<file path="src/rtl/dm_pkg.sv">
// dm_pkg: shared types and elaboration-time helpers for the data memory with
// built-in clear sweep.
//   dm_state_t : sweep sequencer state encoding
//   dm_depth   : number of words for a given address width
//   dm_lsb     : low bit index of port `port` in a packed bus of `width`-bit fields
package dm_pkg;

    typedef enum logic [1:0] {
        DM_IDLE  = 2'd0,
        DM_ARM   = 2'd1,
        DM_SWEEP = 2'd2
    } dm_state_t;

    function automatic int dm_depth(input int a);
        return 1 << a;
    endfunction

    function automatic int dm_lsb(input int port, input int width);
        return port * width;
    endfunction

endpackage

</file>
<file path="src/rtl/dm_sweep_fsm.sv">
// dm_sweep_fsm: clear-sweep sequencer. Walks a counter over every word of the
// array and issues one clear write per cycle while in DM_SWEEP.
// Ports:
//   clk, rst_n  : clock (rising edge), asynchronous active-low reset
//   clear       : start-sweep request, honoured only in DM_IDLE
//   busy        : high while the state register holds DM_SWEEP
//   done        : one-cycle pulse registered on the edge of the last clear write
//   sweep_we    : clear write enable for this edge
//   sweep_addr  : clear write address for this edge
//   state       : current state, exported for observation and for the write gate
module dm_sweep_fsm
    import dm_pkg::*;
#(
    parameter int A            = 8,
    parameter bit CLR_ON_RESET = 1'b1
) (
    input  logic         clk,
    input  logic         rst_n,
    input  logic         clear,
    output logic         busy,
    output logic         done,
    output logic         sweep_we,
    output logic [A-1:0] sweep_addr,
    output dm_state_t    state
);

    localparam int        DEPTH = dm_depth(A);
    // Counter is one bit wider than the address; the terminal compare stops it
    // at DEPTH-1 so it never wraps into a second pass.
    localparam logic [A:0] LAST = (A+1)'(DEPTH - 1);
    localparam logic [A:0] ONE  = (A+1)'(1);
    localparam dm_state_t  RST_STATE = CLR_ON_RESET ? DM_ARM : DM_IDLE;

    dm_state_t  state_q, state_d;
    logic [A:0] cnt_q, cnt_d;
    logic       done_q, done_d;

    always_ff @(posedge clk or negedge rst_n) begin
        if (!rst_n) begin
            state_q <= RST_STATE;
            cnt_q   <= '0;
            done_q  <= 1'b0;
        end else begin
            state_q <= state_d;
            cnt_q   <= cnt_d;
            done_q  <= done_d;
        end
    end

    always_comb begin
        state_d  = state_q;
        cnt_d    = cnt_q;
        done_d   = 1'b0;
        sweep_we = 1'b0;
        case (state_q)
            DM_IDLE: begin
                if (clear) begin
                    state_d = DM_SWEEP;
                    cnt_d   = '0;
                end
            end
            // Reaching here means reset has been released for one edge.
            DM_ARM: begin
                state_d = DM_SWEEP;
                cnt_d   = '0;
            end
            // Clear is deliberately not looked at: no restart, no extension.
            DM_SWEEP: begin
                sweep_we = 1'b1;
                if (cnt_q == LAST) begin
                    state_d = DM_IDLE;
                    cnt_d   = '0;
                    done_d  = 1'b1;
                end else begin
                    cnt_d = cnt_q + ONE;
                end
            end
            default: begin
                state_d = DM_IDLE;
                cnt_d   = '0;
            end
        endcase
    end

    assign sweep_addr = cnt_q[A-1:0];
    assign busy       = (state_q == DM_SWEEP);
    assign done       = done_q;
    assign state      = state_q;

endmodule

</file>
<file path="src/rtl/data_mem_sweep.sv">
// data_mem_sweep: single-clock data memory with one write port, NRD registered
// read ports (latency 1, read-first) and a hardware clear sweep.
// Ports:
//   Clk, Reset_n : clock (rising edge), asynchronous active-low reset
//   Clear        : start-sweep request (ignored unless idle)
//   WrEn/WrAddr/WrData : external write port, accepted only when idle and Clear=0
//   RdAddr       : packed read addresses, port i = [i*A +: A]
//   RdData       : packed registered read data, port i = [i*W +: W]
//   Busy         : sweep in progress
//   Done         : one-cycle pulse after the last sweep write
//   Dropped      : one-cycle pulse after an external write was rejected
// NRD is intended to be 1..4.
module data_mem_sweep
    import dm_pkg::*;
#(
    parameter int             W            = 8,
    parameter int             A            = 8,
    parameter int             NRD          = 2,
    parameter logic [W-1:0]   CLR_VAL      = '0,
    parameter bit             CLR_ON_RESET = 1'b1
) (
    input  logic             Clk,
    input  logic             Reset_n,
    input  logic             Clear,
    input  logic             WrEn,
    input  logic [A-1:0]     WrAddr,
    input  logic [W-1:0]     WrData,
    input  logic [NRD*A-1:0] RdAddr,
    output logic [NRD*W-1:0] RdData,
    output logic             Busy,
    output logic             Done,
    output logic             Dropped
);

    localparam int DEPTH = dm_depth(A);

    logic         sweep_we;
    logic [A-1:0] sweep_addr;
    dm_state_t    fsm_state;
    logic         ext_accept;

    dm_sweep_fsm #(
        .A            (A),
        .CLR_ON_RESET (CLR_ON_RESET)
    ) u_fsm (
        .clk        (Clk),
        .rst_n      (Reset_n),
        .clear      (Clear),
        .busy       (Busy),
        .done       (Done),
        .sweep_we   (sweep_we),
        .sweep_addr (sweep_addr),
        .state      (fsm_state)
    );

    // Clear wins over a coincident write: the same edge starts the sweep.
    assign ext_accept = WrEn && (fsm_state == DM_IDLE) && !Clear;

    always_ff @(posedge Clk or negedge Reset_n) begin
        if (!Reset_n) begin
            Dropped <= 1'b0;
        end else begin
            Dropped <= WrEn && !ext_accept;
        end
    end

    // Array contents survive reset. Sweep and external writes are mutually
    // exclusive by construction; the sweep is given priority anyway.
    logic [W-1:0] mem [DEPTH];

    always_ff @(posedge Clk) begin
        if (sweep_we) begin
            mem[sweep_addr] <= CLR_VAL;
        end else if (ext_accept) begin
            mem[WrAddr] <= WrData;
        end
    end

    // Non-blocking array update gives read-first: a same-edge write to the
    // addressed word shows up one cycle later.
    for (genvar i = 0; i < NRD; i++) begin : g_rd
        logic [A-1:0] addr;
        logic [W-1:0] data_q;

        assign addr = RdAddr[dm_lsb(i, A) +: A];

        always_ff @(posedge Clk or negedge Reset_n) begin
            if (!Reset_n) begin
                data_q <= '0;
            end else begin
                data_q <= mem[addr];
            end
        end

        assign RdData[dm_lsb(i, W) +: W] = data_q;
    end

endmodule
</file>
<file path="config.mk">
export PLATFORM = sky130hd
export DESIGN_NAME = data_mem_sweep
export DESIGN_NICKNAME = d
export VERILOG_FILES = /design/src/rtl/dm_pkg.sv /design/src/rtl/dm_sweep_fsm.sv /design/src/rtl/data_mem_sweep.sv
export SDC_FILE = /design/constraint.sdc
export NUM_CORES = 2
export LEC_CHECK = 0
export BUFFER_PORTS_ARGS = -buffer_cell sky130_fd_sc_hd__buf_2
export CAP_MARGIN = 15
export CORE_MARGIN = 3
export CORE_UTILIZATION = 25
export DETAILED_ROUTE_END_ITERATION = 16
export PLACE_DENSITY = 0.39
export SKIP_CTS_REPAIR_TIMING = 1
export SLEW_MARGIN = 20
export SYNTH_ARGS = -nofsm -noshare
export SYNTH_HDL_FRONTEND = slang
export SYNTH_SLANG_ARGS = --single-unit
</file>
<file path="constraint.sdc">
create_clock -name Clk -period 6 [get_ports Clk]
set_input_delay 1.5 -clock Clk [delete_from_list [all_inputs] [get_ports Clk]]
set_output_delay 1.5 -clock Clk [all_outputs]
set_load 0.05 [all_outputs]
</file>
==> results.json <==
{
  "ioPinCount": 55,
  "post_route_cells_drive_above_1_share_pct": 30.72,
  "drc": 0,
  "worst_pin_slew_ns": 1.298,
  "synth_mux_area_share_pct": 23.31,
  "synth_area_leaders": "edfxtp_1 63%, mux4_2 19%, mux2i_1 3.7%, a22oi_1 1.8%, nor2_1 1.2%",
  "cap_violations": 0,
  "critPathBufInv": 1,
  "antenna_found_initial": 26,
  "syn_avg_cell_area_sq_um": 18.25,
  "nets": 5700,
  "p_leak_nw": 35.76,
  "crit_slowest_cell": "nand2_1",
  "wl_um": 378400,
  "yosysSeqAreaShare_pct": 64.08,
  "ys_warn_count": 0,
  "drtPass1Iterations": 6,
  "vias": 57595,
  "syn-num-nets": 5358,
  "finalCritPeriodShare_pct": 78.05,
  "synth_adder_area_share_pct": 0.01288,
  "grt_pass1_vias": 59363,
  "place.gp.congestion": 0.8389,
  "irDropWorstVdd_mv": 0.2750,
  "drtAntennaViolNets": 0,
  "hold_end": "u_fsm.done",
  "critPathTopFamily": "simple AND/OR/NAND/NOR gates",
  "cts_max_level": 4,
  "grt_pass1_wl_um": 516700,
  "synth.distinct_cells": 67,
  "rsz0062_at_grt": "no",
  "grt_busiest_layer": "met2",
  "cts-root-buf": "clkbuf_16",
  "cts_tree": "yes",
  "synth_compound_area_share_pct": 6.411,
  "hold_viol_final": 0,
  "grt_use_met2_pct": 30.27,
  "path_class": "input port to flop",
  "path_cells": "buf_2 > nor3_2 > and2_1 > nand3_1 > o21ai_1 > nand2_1 > nor2_1",
  "powerDensity_mw_per_mm2": 296.6,
  "synthXorXnorAreaFrac_pct": 0,
  "period_needed_ns": 4.683,
  "synth-simple-area-share_pct": 3.369,
  "placementRows": 228,
  "drt-wirelength-per-cell_um": 34.27,
  "syn_inst": 5321,
  "initial_core_util_pct": 25.14,
  "crit_required_ns": 6.54,
  "die_area_sq_mm": 0.3959,
  "worstHoldPathType": "flop to flop",
  "dpl-instance-area_sq_mm": 0.1059,
  "grt_use_total_pct": 18.64,
  "synth_top_area_cell": "edfxtp_1",
  "fmax_mhz": 213.5,
  "critPathArrivalTime_ns": 5.22,
  "holdCritStartpoint": "u_fsm.cnt_q[8]",
  "total_power_mw": 33.65,
  "area.growth.synth_to_final_pct": 16.84,
  "cts_max_path_buffers": 4,
  "use_met3_pct": 2.563,
  "skew_ns": 0.06586,
  "drt_iter0_markers": 6762,
  "rr_endpoint": "mem[235][3]",
  "clk_latency_ns": 0.93,
  "max_stage_delay_ns": 1.04,
  "hpwl_um": 254600,
  "ys_top_cells_by_count": "2,048 x edfxtp_1, 834 x mux4_2, 355 x mux2i_1",
  "r2r_setup_slack_ns": 1.55,
  "setup.worst_path.start_class": "input port",
  "finalNonFillerCells": 11042,
  "core_sq_mm": 0.3863,
  "cts_buffers": 236,
  "rr_worst_depth": 6,
  "portBuffers": 54,
  "die_w_um": 629.2,
  "die_h_um": 629.2,
  "setup_viol": 0,
  "synth_top_family_by_area": "multiplexers",
  "max_slew_margin_pct": 12.91,
  "status": "completed",
  "synth_top_area_share_pct": 63.33,
  "dp.cells": 10600,
  "cp-end-kind": "flop",
  "slew_viol_final": 0,
  "fin_hold_ws_ns": 0.4776,
  "synth_area_sq_mm": 0.09711,
  "synth.ff_latch_count": 2077,
  "r2r_start": "u_fsm.state[1]",
  "synthMostInstantiatedCell": "edfxtp_1",
  "use_met1_pct": 25.70,
  "overflow": 0,
  "final_area_sq_mm": 0.1135,
  "clkTransAtPathRegs_ns": 0.06,
  "hold_path_depth": 1,
  "synthFlopType": "edfxtp_1",
  "async_flop_share_pct": 1.396,
  "viasPerCell": 5.216,
  "grt_max_degree": 140,
  "cts.sinks": 2077,
  "synth_edf_count": 2048,
  "crit_path_max_fanout": 19
}
## state kept, by name (all words and copies together) (netlist names)
name / cells
Dropped: 1
g_rd.data_q: 16
u_fsm.done: 1
mem: 2048
u_fsm.state: 2
u_fsm.cnt_q: 9
## worst reg2reg max path, cell delays in order, from the launching register on
cell and delay (ns):
dfrtp_1 0.40, nor3_2 0.22, and2_1 0.55, nand3_1 0.17
o21ai_1 0.71, nand2_1 1.05, nor2_1 0.99
## per-layer routing
metal  vias to the layer above  wire [um]  share of wire (%)
met3                       496      21440                5.7
met2                      2055     179100                 47
met1                     31552     164100                 43
met4                         6      13650                3.6
li1                      23486          -                  -
met5                         -         39              0.010
## cell families after synthesis
group	after synthesis
fa+ha+maj	1
compound gates	874
mux	1216
other cells	1
flops	2077
buf+inv	449
simple gates	703
## stage by stage
stage	setup TNS [ns]	utilization (%)	setup slack (ns)
floorplan	-137.96	-	-0.1796
global placement	0	27.41	0.5445
detailed placement	0	27.41	0.5511
CTS	0	29.37	1.516
global route	0	29.37	1.307
finish	0	29.37	1.317
## layout by cell type (no fill, tap or decap), types with 47 or more instances in the layout
cell	count
mux2i_1	355
o21ai_0	56
a21oi_1	152
clkbuf_16	240
o22ai_1	94
clkinv_1	48
buf_2	47
a22oi_1	237
a22o_1	65
nor3_1	75
a221oi_1	64
buf_4	430
o221ai_1	71
nor2_1	316
mux4_2	834
clkbuf_1	50
edfxtp_1	2048
nand2_1	87
buf_12	62
## layout make-up
class / count / area [sq um]
Fill cell: 38023 / 272800
Sequential cell: 2077 / 62230
Multi-Input combinational cell: 2795 / 32390
Tap cell: 5175 / 6475
Clock buffer: 303 / 6372
Timing Repair Buffer: 543 / 4765
Clock inverter: 131 / 1170
Inverter: 10 / 37.54
Antenna cell: 8 / 20.02
## where the power goes
| part | leakage, nW | switching (mW) | total, mW | internal [mW] |
|---|---|---|---|---|
| Sequential | 19.2 | 0.0814 | 16.0 | 16.0 |
| Clock | 3.66 | 6.19 | 14.4 | 8.23 |
| Combinational | 12.9 | 2.12 | 3.18 | 1.06 |
| Total | 35.8 | 8.40 | 33.6 | 25.3 |
## worst max-delay path by stage
stage | startpoint | end | slack (ns) | depth (start not counted)
5_1_grt | Clear | mem[235][0] | 1.31 | 7
4_1_cts | Clear | mem[235][3] | 1.52 | 7
2_1_floorplan | Clear | mem[0][0] | -0.18 | 3
3_3_place_gp | Clear | mem[224][4] | 0.54 | 7
6_report | Clear | mem[235][3] | 1.32 | 7
3_5_place_dp | Clear | mem[231][6] | 0.55 | 7
Power figures use the tool's default switching activity.
